<file path="src/rtl/peripheral_mpi_pkg.sv">
// Shared definitions for the multi-channel MPI Wishbone endpoint:
// register indices, STATUS bit positions and the flit+last bundle.
package peripheral_mpi_pkg;

    localparam logic [2:0] REG_DATA      = 3'd0;
    localparam logic [2:0] REG_DATA_LAST = 3'd1;
    localparam logic [2:0] REG_STATUS    = 3'd2;
    localparam logic [2:0] REG_RX_SIZE   = 3'd3;
    localparam logic [2:0] REG_IRQ_EN    = 3'd4;

    localparam int ST_RX_AVAIL    = 0;
    localparam int ST_TX_FULL     = 1;
    localparam int ST_TX_EMPTY    = 2;
    localparam int ST_RX_MSGS_LSB = 8;
    localparam int ST_TX_FREE_LSB = 16;

    localparam int MAX_FLIT_W = 32;

    typedef struct packed {
        logic                  last;
        logic [MAX_FLIT_W-1:0] flit;
    } mpi_flit_t;

    function automatic logic [31:0] status_word(
        input logic [7:0] tx_free,
        input logic [7:0] rx_msgs,
        input logic       tx_empty,
        input logic       tx_full,
        input logic       rx_avail
    );
        logic [31:0] w;
        w = '0;
        w[ST_TX_FREE_LSB +: 8] = tx_free;
        w[ST_RX_MSGS_LSB +: 8] = rx_msgs;
        w[ST_TX_EMPTY]         = tx_empty;
        w[ST_TX_FULL]          = tx_full;
        w[ST_RX_AVAIL]         = rx_avail;
        return w;
    endfunction

endpackage

</file>
<file path="src/rtl/peripheral_mpi_fifo.sv">
// Synchronous FIFO of flit+last entries, no fall-through.
// Ports: clk, rst (sync active-low), push_i/data_i/last_i, pop_i,
// data_o/last_o (head entry), count_o, full_o, empty_o.
// Push when full and pop when empty are ignored; full/empty are
// taken from the pre-edge state so push and pop may coincide.
module peripheral_mpi_fifo #(
    parameter int W     = 32,
    parameter int DEPTH = 16
) (
    input  logic                         clk,
    input  logic                         rst,
    input  logic                         push_i,
    input  logic [W-1:0]                 data_i,
    input  logic                         last_i,
    input  logic                         pop_i,
    output logic [W-1:0]                 data_o,
    output logic                         last_o,
    output logic [$clog2(DEPTH+1)-1:0]   count_o,
    output logic                         full_o,
    output logic                         empty_o
);

    localparam int AW   = $clog2(DEPTH);
    localparam int CNTW = $clog2(DEPTH+1);

    logic [W:0]      mem_q [DEPTH];
    logic [AW-1:0]   wp_q, wp_d;
    logic [AW-1:0]   rp_q, rp_d;
    logic [CNTW-1:0] cnt_q, cnt_d;
    logic            do_push;
    logic            do_pop;

    assign full_o  = (cnt_q == CNTW'(DEPTH));
    assign empty_o = (cnt_q == '0);
    assign count_o = cnt_q;
    assign do_push = push_i & ~full_o;
    assign do_pop  = pop_i & ~empty_o;

    assign {last_o, data_o} = mem_q[rp_q];

    always_comb begin
        wp_d  = wp_q;
        rp_d  = rp_q;
        cnt_d = cnt_q;
        if (do_push) wp_d = wp_q + 1'b1;
        if (do_pop)  rp_d = rp_q + 1'b1;
        if (do_push & ~do_pop)
            cnt_d = cnt_q + 1'b1;
        else if (do_pop & ~do_push)
            cnt_d = cnt_q - 1'b1;
    end

    always_ff @(posedge clk) begin
        if (!rst) begin
            wp_q  <= '0;
            rp_q  <= '0;
            cnt_q <= '0;
        end else begin
            wp_q  <= wp_d;
            rp_q  <= rp_d;
            cnt_q <= cnt_d;
        end
    end

    always_ff @(posedge clk) begin
        if (do_push) mem_q[wp_q] <= {last_i, data_i};
    end

endmodule

</file>
<file path="src/rtl/peripheral_mpi_wb_mc.sv">
// Multi-channel MPI endpoint: Wishbone slave with per-channel TX/RX
// flit buffers and one NoC port pair per channel, plus OR-ed irq.
// Ports: clk, rst (sync active-low); noc_out_* TX per channel;
// noc_in_* RX per channel; wb_* slave (adr[4:2] reg, adr[31:5] chan);
// irq = OR of (irq_en & rx_msgs != 0), registered.
module peripheral_mpi_wb_mc
    import peripheral_mpi_pkg::*;
#(
    parameter int NOC_FLIT_WIDTH = 32,
    parameter int SIZE           = 16,
    parameter int N              = 2
) (
    input  logic                        clk,
    input  logic                        rst,
    output logic [N*NOC_FLIT_WIDTH-1:0] noc_out_flit,
    output logic [N-1:0]                noc_out_last,
    output logic [N-1:0]                noc_out_valid,
    input  logic [N-1:0]                noc_out_ready,
    input  logic [N*NOC_FLIT_WIDTH-1:0] noc_in_flit,
    input  logic [N-1:0]                noc_in_last,
    input  logic [N-1:0]                noc_in_valid,
    output logic [N-1:0]                noc_in_ready,
    input  logic [31:0]                 wb_adr_i,
    input  logic                        wb_we_i,
    input  logic                        wb_cyc_i,
    input  logic                        wb_stb_i,
    input  logic [31:0]                 wb_dat_i,
    output logic [31:0]                 wb_dat_o,
    output logic                        wb_ack_o,
    output logic                        wb_err_o,
    output logic                        irq
);

    localparam int FW   = NOC_FLIT_WIDTH;
    localparam int CW   = (N > 1) ? $clog2(N) : 1;
    localparam int CNTW = $clog2(SIZE+1);
    localparam int AW   = $clog2(SIZE);

    logic            acc;
    logic [2:0]      reg_idx;
    logic [CW-1:0]   ch;
    logic            ch_ok;

    logic            ack_q, ack_d;
    logic            err_q, err_d;
    logic [31:0]     dat_q, dat_d;
    logic [N-1:0]    irq_en_q, irq_en_d;
    logic            irq_q, irq_d;

    mpi_flit_t       wb_flit;
    logic [FW-1:0]   wb_wdata;
    logic            push_last;
    logic [N-1:0]    tx_push;
    logic [N-1:0]    rx_pop;

    logic [N-1:0]    tx_full, tx_empty, tx_head_last, tx_pop;
    logic [N-1:0]    rx_full, rx_empty, rx_head_last, rx_push;
    logic [N-1:0]    rx_has;
    logic [FW-1:0]   tx_head [N];
    logic [FW-1:0]   rx_head [N];
    logic [CNTW-1:0] tx_cnt  [N];
    logic [CNTW-1:0] rx_cnt  [N];
    logic [CNTW-1:0] rx_msgs [N];
    logic [CNTW-1:0] rx_size [N];

    logic            unused_adr;

    assign unused_adr = ^wb_adr_i[1:0];

    // Ack/err cycle blocks a new access so each strobe yields one pulse.
    assign acc     = wb_cyc_i & wb_stb_i & ~ack_q & ~err_q;
    assign reg_idx = wb_adr_i[4:2];
    assign ch      = wb_adr_i[5 +: CW];
    // Whole upper field is compared so aliases of valid channels fail.
    assign ch_ok   = (32'(wb_adr_i[31:5]) < 32'(N));

    assign wb_ack_o = ack_q;
    assign wb_err_o = err_q;
    assign wb_dat_o = dat_q;
    assign irq      = irq_q;

    always_comb begin
        ack_d     = 1'b0;
        err_d     = 1'b0;
        dat_d     = '0;
        tx_push   = '0;
        rx_pop    = '0;
        push_last = 1'b0;
        irq_en_d  = irq_en_q;
        irq_d     = |(irq_en_q & rx_has);
        if (acc) begin
            err_d = 1'b1;
            if (ch_ok) begin
                unique case (1'b1)
                    reg_idx == REG_DATA: begin
                        if (wb_we_i) begin
                            if (!tx_full[ch]) begin
                                tx_push[ch] = 1'b1;
                                ack_d       = 1'b1;
                                err_d       = 1'b0;
                            end
                        end else if (!rx_empty[ch]) begin
                            rx_pop[ch] = 1'b1;
                            dat_d      = 32'(rx_head[ch]);
                            ack_d      = 1'b1;
                            err_d      = 1'b0;
                        end
                    end
                    reg_idx == REG_DATA_LAST: begin
                        if (wb_we_i && !tx_full[ch]) begin
                            tx_push[ch] = 1'b1;
                            push_last   = 1'b1;
                            ack_d       = 1'b1;
                            err_d       = 1'b0;
                        end
                    end
                    reg_idx == REG_STATUS: begin
                        if (!wb_we_i) begin
                            dat_d = status_word(
                                8'(SIZE) - 8'(tx_cnt[ch]),
                                8'(rx_msgs[ch]),
                                tx_empty[ch],
                                tx_full[ch],
                                rx_cnt[ch] != '0);
                            ack_d = 1'b1;
                            err_d = 1'b0;
                        end
                    end
                    reg_idx == REG_RX_SIZE: begin
                        if (!wb_we_i) begin
                            dat_d = 32'(rx_size[ch]);
                            ack_d = 1'b1;
                            err_d = 1'b0;
                        end
                    end
                    reg_idx == REG_IRQ_EN: begin
                        if (wb_we_i)
                            irq_en_d[ch] = wb_dat_i[0];
                        else
                            dat_d = {31'b0, irq_en_q[ch]};
                        ack_d = 1'b1;
                        err_d = 1'b0;
                    end
                    default: ;
                endcase
            end
        end
        wb_flit.flit = wb_dat_i;
        wb_flit.last = push_last;
        wb_wdata     = wb_flit.flit[FW-1:0];
    end

    always_ff @(posedge clk) begin
        if (!rst) begin
            ack_q    <= 1'b0;
            err_q    <= 1'b0;
            dat_q    <= '0;
            irq_en_q <= '0;
            irq_q    <= 1'b0;
        end else begin
            ack_q    <= ack_d;
            err_q    <= err_d;
            dat_q    <= dat_d;
            irq_en_q <= irq_en_d;
            irq_q    <= irq_d;
        end
    end

    for (genvar c = 0; c < N; c++) begin : g_ch
        logic [CNTW-1:0] tx_msgs_q, tx_msgs_d;
        logic [CNTW-1:0] rx_msgs_q, rx_msgs_d;
        logic [CNTW-1:0] in_cnt_q, in_cnt_d;
        logic [CNTW-1:0] len_mem [SIZE];
        logic [AW-1:0]   len_wp_q, len_rp_q;
        logic            tx_inc, tx_dec;
        logic            rx_inc, rx_dec;

        peripheral_mpi_fifo #(.W(FW), .DEPTH(SIZE)) u_tx (
            .clk     (clk),
            .rst     (rst),
            .push_i  (tx_push[c]),
            .data_i  (wb_wdata),
            .last_i  (wb_flit.last),
            .pop_i   (tx_pop[c]),
            .data_o  (tx_head[c]),
            .last_o  (tx_head_last[c]),
            .count_o (tx_cnt[c]),
            .full_o  (tx_full[c]),
            .empty_o (tx_empty[c])
        );

        peripheral_mpi_fifo #(.W(FW), .DEPTH(SIZE)) u_rx (
            .clk     (clk),
            .rst     (rst),
            .push_i  (rx_push[c]),
            .data_i  (noc_in_flit[c*FW +: FW]),
            .last_i  (noc_in_last[c]),
            .pop_i   (rx_pop[c]),
            .data_o  (rx_head[c]),
            .last_o  (rx_head_last[c]),
            .count_o (rx_cnt[c]),
            .full_o  (rx_full[c]),
            .empty_o (rx_empty[c])
        );

        // TX only offered once a complete message sits in the buffer.
        assign noc_out_valid[c]         = (tx_msgs_q != '0);
        assign noc_out_flit[c*FW +: FW] = noc_out_valid[c] ? tx_head[c] : '0;
        assign noc_out_last[c]          = noc_out_valid[c] & tx_head_last[c];
        assign noc_in_ready[c]          = ~rx_full[c];

        assign tx_pop[c]  = noc_out_valid[c] & noc_out_ready[c];
        assign rx_push[c] = noc_in_valid[c] & ~rx_full[c];

        assign tx_inc = tx_push[c] & push_last;
        assign tx_dec = tx_pop[c] & tx_head_last[c];
        assign rx_inc = rx_push[c] & noc_in_last[c];
        assign rx_dec = rx_pop[c] & rx_head_last[c];

        assign rx_msgs[c] = rx_msgs_q;
        assign rx_has[c]  = (rx_msgs_q != '0);
        // Length FIFO holds one entry per complete message in RX.
        assign rx_size[c] = rx_has[c] ? len_mem[len_rp_q] : '0;

        always_comb begin
            tx_msgs_d = tx_msgs_q;
            rx_msgs_d = rx_msgs_q;
            in_cnt_d  = in_cnt_q;
            if (tx_inc & ~tx_dec)
                tx_msgs_d = tx_msgs_q + 1'b1;
            else if (tx_dec & ~tx_inc)
                tx_msgs_d = tx_msgs_q - 1'b1;
            if (rx_inc & ~rx_dec)
                rx_msgs_d = rx_msgs_q + 1'b1;
            else if (rx_dec & ~rx_inc)
                rx_msgs_d = rx_msgs_q - 1'b1;
            if (rx_push[c])
                in_cnt_d = noc_in_last[c] ? '0 : in_cnt_q + 1'b1;
        end

        always_ff @(posedge clk) begin
            if (!rst) begin
                tx_msgs_q <= '0;
                rx_msgs_q <= '0;
                in_cnt_q  <= '0;
                len_wp_q  <= '0;
                len_rp_q  <= '0;
            end else begin
                tx_msgs_q <= tx_msgs_d;
                rx_msgs_q <= rx_msgs_d;
                in_cnt_q  <= in_cnt_d;
                if (rx_inc) len_wp_q <= len_wp_q + 1'b1;
                if (rx_dec) len_rp_q <= len_rp_q + 1'b1;
            end
        end

        always_ff @(posedge clk) begin
            if (rx_inc) len_mem[len_wp_q] <= in_cnt_q + 1'b1;
        end
    end

endmodule

</file>
<file path="config.mk">
export PLATFORM = sky130hd
export DESIGN_NAME = peripheral_mpi_wb_mc
export DESIGN_NICKNAME = d
export VERILOG_FILES = /design/src/rtl/peripheral_mpi_pkg.sv /design/src/rtl/peripheral_mpi_fifo.sv /design/src/rtl/peripheral_mpi_wb_mc.sv
export SDC_FILE = /design/constraint.sdc
export NUM_CORES = 2
export LEC_CHECK = 0
export CAP_MARGIN = 20
export CORE_ASPECT_RATIO = 0.9
export CORE_MARGIN = 8
export CORE_UTILIZATION = 50
export DETAILED_ROUTE_END_ITERATION = 12
export HOLD_SLACK_MARGIN = 0.03
export MAX_ROUTING_LAYER = met4
export PLACE_DENSITY = 0.69
export SYNTH_ARGS = -nofsm -noshare
export SYNTH_HDL_FRONTEND = slang
export SYNTH_SLANG_ARGS = --single-unit
</file>
<file path="constraint.sdc">
create_clock -name clk -period 4.65 [get_ports clk]
set_input_delay 0.6975 -clock clk [delete_from_list [all_inputs] [get_ports clk]]
set_output_delay 0.6975 -clock clk [all_outputs]
set_load 0.01 [all_outputs]
</file>
* Word-level counts from Yosys, hierarchy flattened *
Memory sizes are Yosys's and may differ from the RTL's. A register that Yosys moved wholly into a read port is not among the register bits.
Index checks and enable logic that the tools add are counted.

operators by class
  add/subtract/negate cells = 31
  order comparisons = 4
  equal/unequal tests = 8
  muxes and demuxes = 105
  bitwise operators = 69
  reduce and logical (&&, ||, !) cells = 26

operators by type and width
  cell                   count
  $mux W32               7
  $mux W5                33
  $pmux W32 S4           1
  $add A5 B1 Y5 const B  10
  $add A4 B1 Y4 const B  12
  $mux W4                12
  $and A1 B1 Y1          41
  $sub A5 B1 Y5 const B  8
  $mux W1                36
  $lt A27 B2 Y1 const B  1
  $not A1 Y1             26
  $reduce_bool A5 Y1     5
  $mux W24               1
  $eq A5 B5 Y1 const B   4
  $logic_not A5 Y1       4
  $mux W2                10
  $reduce_bool A2 Y1     8
  $pmux W1 S4            2
  $eq A3 B2 Y1 const B   2
  $sub A5 B5 Y6 const A  1
  $pmux W2 S2            1
  $reduce_and A4 Y1      1
  $reduce_or A2 Y1       2
  $eq A3 B1 Y1 const B   1
  13 further kinds       14

storage, ports and cells
  bits in registers = 135
  memory bits (writable) = 2,272
  memories = 6

memories
  memory              depth  width  rd ports  clocked after Yosys merged registers in  wr ports  line                         source
  g_ch[0].u_rx.mem_q  16     33     1         1                                        1         peripheral_mpi_fifo.sv:26    logic [W:0] mem_q [DEPTH];
  g_ch[0].u_tx.mem_q  16     33     1         1                                        1         peripheral_mpi_fifo.sv:26
  g_ch[1].u_rx.mem_q  16     33     1         1                                        1         peripheral_mpi_fifo.sv:26
  g_ch[1].u_tx.mem_q  16     33     1         1                                        1         peripheral_mpi_fifo.sv:26
  g_ch[0].len_mem     16     5      1         1                                        1         peripheral_mpi_wb_mc.sv:173  logic [CNTW-1:0] len_mem [SIZE];
  g_ch[1].len_mem     16     5      1         1                                        1         peripheral_mpi_wb_mc.sv:173

* Logic depth before layout (Yosys ltp) *
  depth after elaboration = 14
  depth in mapped cells = 17
  mapped depth without buffers = 14

* Hierarchy *
A second synthesis with hierarchy kept.

second synthesis, totals
  cells, all modules = 4,602
  area, all modules = 94,351.7 µm²

modules (own cells, without submodules)
  module                                  instances  cells each  area an instance (µm²)
  peripheral_mpi_fifo (g_ch[0].u_tx ...)  2          917         20,711.1
  peripheral_mpi_fifo (g_ch[0].u_rx)      1          918         20,642.3
  peripheral_mpi_fifo (g_ch[1].u_rx)      1          918         20,641.0
  peripheral_mpi_wb_mc                    1          932         11,646.2

* Least setup slack after synthesis *
Ideal clock, no wire load.

  kind = input-to-reg
  from = in wb_adr_i[17]
  to = mem g_ch[0].u_tx.mem_q[3][0] (netlist name), enable pin
  setup time = 0.464 ns
  arrival time = 4.140 ns
  required time = 4.186 ns
  setup slack = 0.046 ns
  stages = 5
  path buffers = 0
  cells stage by stage = nor4_1 > nand3_2 > nor4_4 > nand3_1 > nor3_1

between the ends
  cells in the longest elaborated chain, start to end = 6

ends and longest elaborated chain
  element                        line                        source
  start: declaration             peripheral_mpi_wb_mc.sv:23  input logic [31:0] wb_adr_i,
  $lt A27 B2 Y1                  peripheral_mpi_wb_mc.sv:75  assign ch_ok = (32'(wb_adr_i[31:5]) < 32'(N));
  $mux W2                        peripheral_mpi_wb_mc.sv:93  if (ch_ok) begin
  $mux W2                        peripheral_mpi_wb_mc.sv:91  if (acc) begin
  $and A1 B1 Y1                  peripheral_mpi_fifo.sv:36   assign do_push = push_i & ~full_o;
  $mux W1                        peripheral_mpi_fifo.sv:66   if (do_push) mem_q[wp_q] <= {last_i, data_i};
  $mux W1 (not written as such)  peripheral_mpi_fifo.sv:66
  end: declaration               peripheral_mpi_fifo.sv:26

Every way passes these cells.

==> impl.org <==
** Run status
- Run status :: completed

** Die
- Die area :: a little over 200000 um2
- Width of the chip :: between 400 and 500 um
- Die H :: between 400 and 500 um
- Placement row count :: approximately 150
- After floorplanning, the core was sized to cover between 150000 and 200000 um2.
- I/O Pins :: between 200 and 250
- For this configuration, the core starts out at a cell density of between 50% and 60%.

** Critical path
- STA puts the critical path data arrival time at between 3 and 4 ns.
- Crit path launch type :: register
- Crit-path max FO :: 19
- Register-to-register setup slack :: 1.03 ns
- Cell count of the worst reg-to-reg path :: 14
- Critical path type :: reg2out
- Endpoint of the lowest-slack register-to-register path :: g_ch[0].tx_msgs_q[4]
- Crit. End Element :: primary output
- Data required, critical path :: 3.95 ns

** STA
- Final setup fails :: 0
- Clock Skews :: ~0.023 ns
- For the pin with the worst max-slew slack, the measured transition is ~1.1 ns.
- The worst path uses 93.7% of the clock period.
- Setup repair after global routing missed its margin :: no
- Final max-slew violation count :: 0
- Across all setup checks in the final design, the least slack found is approximately 0.30 ns.
- Max Clk Rate :: approximately 0.23 GHz
- The worst pin sits at a relative slew slack of 24.9%.
- Final Hold Violating Endpoints :: 0
- Post-Route Setup TNS :: 0 ns
- The worst path in the final design needs a cycle of roughly 4.4 ns, including I/O delays and setup.

** Synthesis
- Ranked by total cell area, the synthesized netlist is headed by sky130_fd_sc_hd__edfxtp_1 72%, sky130_fd_sc_hd__mux4_2 16%, sky130_fd_sc_hd__dfxtp_1 3.4%, sky130_fd_sc_hd__and2_1 0.94%, sky130_fd_sc_hd__ha_1 0.86%.
- Sequential cell area fraction in the yosys report :: 75.6%
- Dominant cell type by area after synthesis :: sky130_fd_sc_hd__edfxtp_1
- Synthesis produced a netlist with a net count of approximately 4600.
- Count leader, synth :: sky130_fd_sc_hd__edfxtp_1
- Synthesis inferred roughly 2400 register bits.
- Post-synth cell types :: between 50 and 60
- Yosys top cell area share :: between 70% and 80%
- Number of flops mapped to enable cells by yosys :: roughly 2300
- By count the netlist is led by 2272 x sky130_fd_sc_hd__edfxtp_1, 664 x sky130_fd_sc_hd__mux4_2, 159 x sky130_fd_sc_hd__dfxtp_1.
- After technology mapping, the gate count stands at 4352.
- The synthesized netlist occupies a cell area of about 94000 um2.
- During synthesis, Yosys emitted a total of 0 warnings.
- Proportion of synthesized flip-flops having asynchronous set or reset :: 0%
- Dominant synthesized flop cell :: sky130_fd_sc_hd__edfxtp_1
- A synthesized cell averages approximately 22 um2.

** CTS
- TritonCTS built the clock tree.
- The cell sitting at the root of the clock tree is a sky130_fd_sc_hd__clkbuf_16.
- Number of buffers inserted for hold repair after clock tree synthesis :: 0
- Insertion delay of the later-clocked pin in the worst-skew pair :: between 0.8 and 0.9 ns
- The H-tree generated during clock tree synthesis spans 4 levels.
- After clock tree synthesis, the clock-pin slew on the worst setup and hold paths is around 0.06 ns.
- Clock sink count :: 2431
- Buffers inserted during clock tree synthesis total 228.
- The clock passes through at most 3 buffers.

** Finish
- Once layout is done, the placed cells without fillers occupy between 100000 and 150000 um2.
- From synthesis to final layout, the design area changed by 15.8%.
- Ratio of cells with drive above 1 in the final layout :: 26.2%
- Post-layout utilization of the core :: between 50% and 60%
- After the last flow step, the layout net total stands at around 5000.

** Placed design
- Final estimated routing congestion in global placement :: 0.831
- During placement, the flow inserted port buffers numbering between 200 and 250.
- Place WS :: 0.117 ns
- Summed over all nets, the half-perimeter wirelength after detailed placement is ~120000 um.
- Summing all placed instances gives a cell area of just over 100000 um2.

** GRT
- Entering global routing, the biggest net connects 100 pins.
- The first global-routing pass estimated between 300000 and 400000 um of wire.
- After global routing the overflow that remains totals 0.
- Aggregate global-route resource usage :: a little over a fifth
- Vias in the first global route :: between 40000 and 50000
- Initial antenna violation count :: 23

** Detailed routing
- Wirelength, routed :: between 200000 and 250000 um
- Average vias per placed instance :: around 6
- Vias after detailed routing :: around 44000
- DRT Pass-1 Iters :: 8
- The count of nets left with antenna violations once routing finished came out at 0.
- In this run, the number of DRC markers left after iteration 0 of detailed routing was roughly 4400.
- In the final routed layout, each cell accounts on average for around 28 um.
- Post-detailed-route DRC marker count :: 0

** Hold path
- Hold WC Path Type :: in2reg
- Hold EP :: wb_err_o
- Hold_sp :: rst
- Number of stages on the worst hold path :: 3

** Power and ir drop
- Maximum resistive drop on vdd :: just under 0.4 mV
- Power density over the cells :: roughly 410 nW/um2
- Summed over all cells, the static leakage comes to roughly 0.034 uW.

** Run
- Across the run, the number of max-cap violations was 0.
## cells by family (layout without fill, tap and decap cells)
kind of cell	count (synthesis)	after routing	share of synthesized area, %
flops	2431	2431	75.6
compound gates	196	196	1.31
mux	760	760	16.9
simple gates	555	555	3.22
buf+inv	264	886	1.25
other cells	0	16	0
xor+xnor	73	73	0.677
fa+ha+maj	73	73	1.03
## sequential cells by signal (all words and copies together) (netlist names), named ones only
signal / cells
g_ch.len_wp_q: 8
irq_en_q: 2
g_ch.u_tx.mem_q: 1056
g_ch.in_cnt_q: 10
g_ch.rx_msgs_q: 10
g_ch.u_tx.rp_q: 8
g_ch.u_rx.count_o: 10
irq: 1
g_ch.len_mem: 160
g_ch.u_tx.wp_q: 8
g_ch.u_tx.count_o: 10
g_ch.u_rx.wp_q: 8
g_ch.len_rp_q: 8
wb_ack_o: 1
g_ch.u_rx.rp_q: 8
g_ch.u_rx.mem_q: 1056
wb_err_o: 1
wb_dat_o: 32
g_ch.tx_msgs_q: 10
## report_power, final
part,total (uW),switching [uW],internal [uW]
logic,1570,988,584
registers,24300,106,24200
clock network,18700,7930,10800
total,44500,9020,35500
## metrics by stage
step / hold WS, ns / instances / power (uW)
floorplan: 0.454 / 4352 / 25500
global placement: 0.464 / 7043 / 26200
detailed placement: 0.474 / 7045 / 26300
CTS: 0.130 / 7469 / 44800
global route: 0.171 / 7513 / 45800
finish: 0.207 / 7514 / 44500
## final cells by class
class                   count  area [um2]
clock inverters           129        1350
flip-flops and latches   2431       71500
diodes                     16        40.0
repair buffers            424        4850
fillers                 13296       78700
well taps                2524        3160
multi-input cells        1657       22100
inverters                  39         146
clock buffers             294        6200
## worst max-delay path, cell delays in order, from the launching register on
cell and delay [ns]:
sky130_fd_sc_hd__dfxtp_4 0.58, sky130_fd_sc_hd__buf_4 0.44, sky130_fd_sc_hd__mux4_2 0.56, sky130_fd_sc_hd__mux4_2 0.46, sky130_fd_sc_hd__and2_1 0.24, sky130_fd_sc_hd__clkdlybuf4s50_1 0.51
## worst max-delay path by stage
stage               slack [ns]          from  cells after the start                        to
floorplan                 0.05  wb_adr_i[17]                      5  g_ch[0].u_tx.mem_q[3][0]
global placement          0.22  wb_adr_i[24]                     15      g_ch[1].tx_msgs_q[4]
detailed placement        0.12  wb_adr_i[29]                     15      g_ch[0].tx_msgs_q[4]
CTS                       0.15      register                      5           noc_out_flit[3]
global route              0.13      register                      5          noc_out_flit[30]
finish                    0.30      register                      5          noc_out_flit[30]
## layout by cell type (no fill, tap or decap), drive strengths merged, types with 34 or more instances in the layout
master         Yosys  final
nor3              34     34
ha                65     65
a21oi             49     49
clkbuf            95    303
nor2b             37     37
edfxtp          2272   2272
and2             142    142
dfxtp            159    159
inv               39     46
clkdlybuf4s50      0    239
buf              130    176
mux4             664    664
nand2            140    140
mux2i             74     74
xnor2             52     52
clkinv             0     88
o21ai             43     43
nor2              71     71
## routing by layer
layer / wire (um) / track usage, % / vias to the layer above
li1: - / - / 18909
met1: 83700 / 27.6 / 23684
met2: 109000 / 35.1 / 1551
met3: 13300 / 3.26 / 307
met4: 5450 / 5.67 / 0
met5: 0 / - / -
## what timing repair did
item,CTS,global route
setup buffers,1,0
gates resized for setup,2,0
endpoints found under the setup margin,15,0
Note: power is estimated with default switching activity, not from simulation.
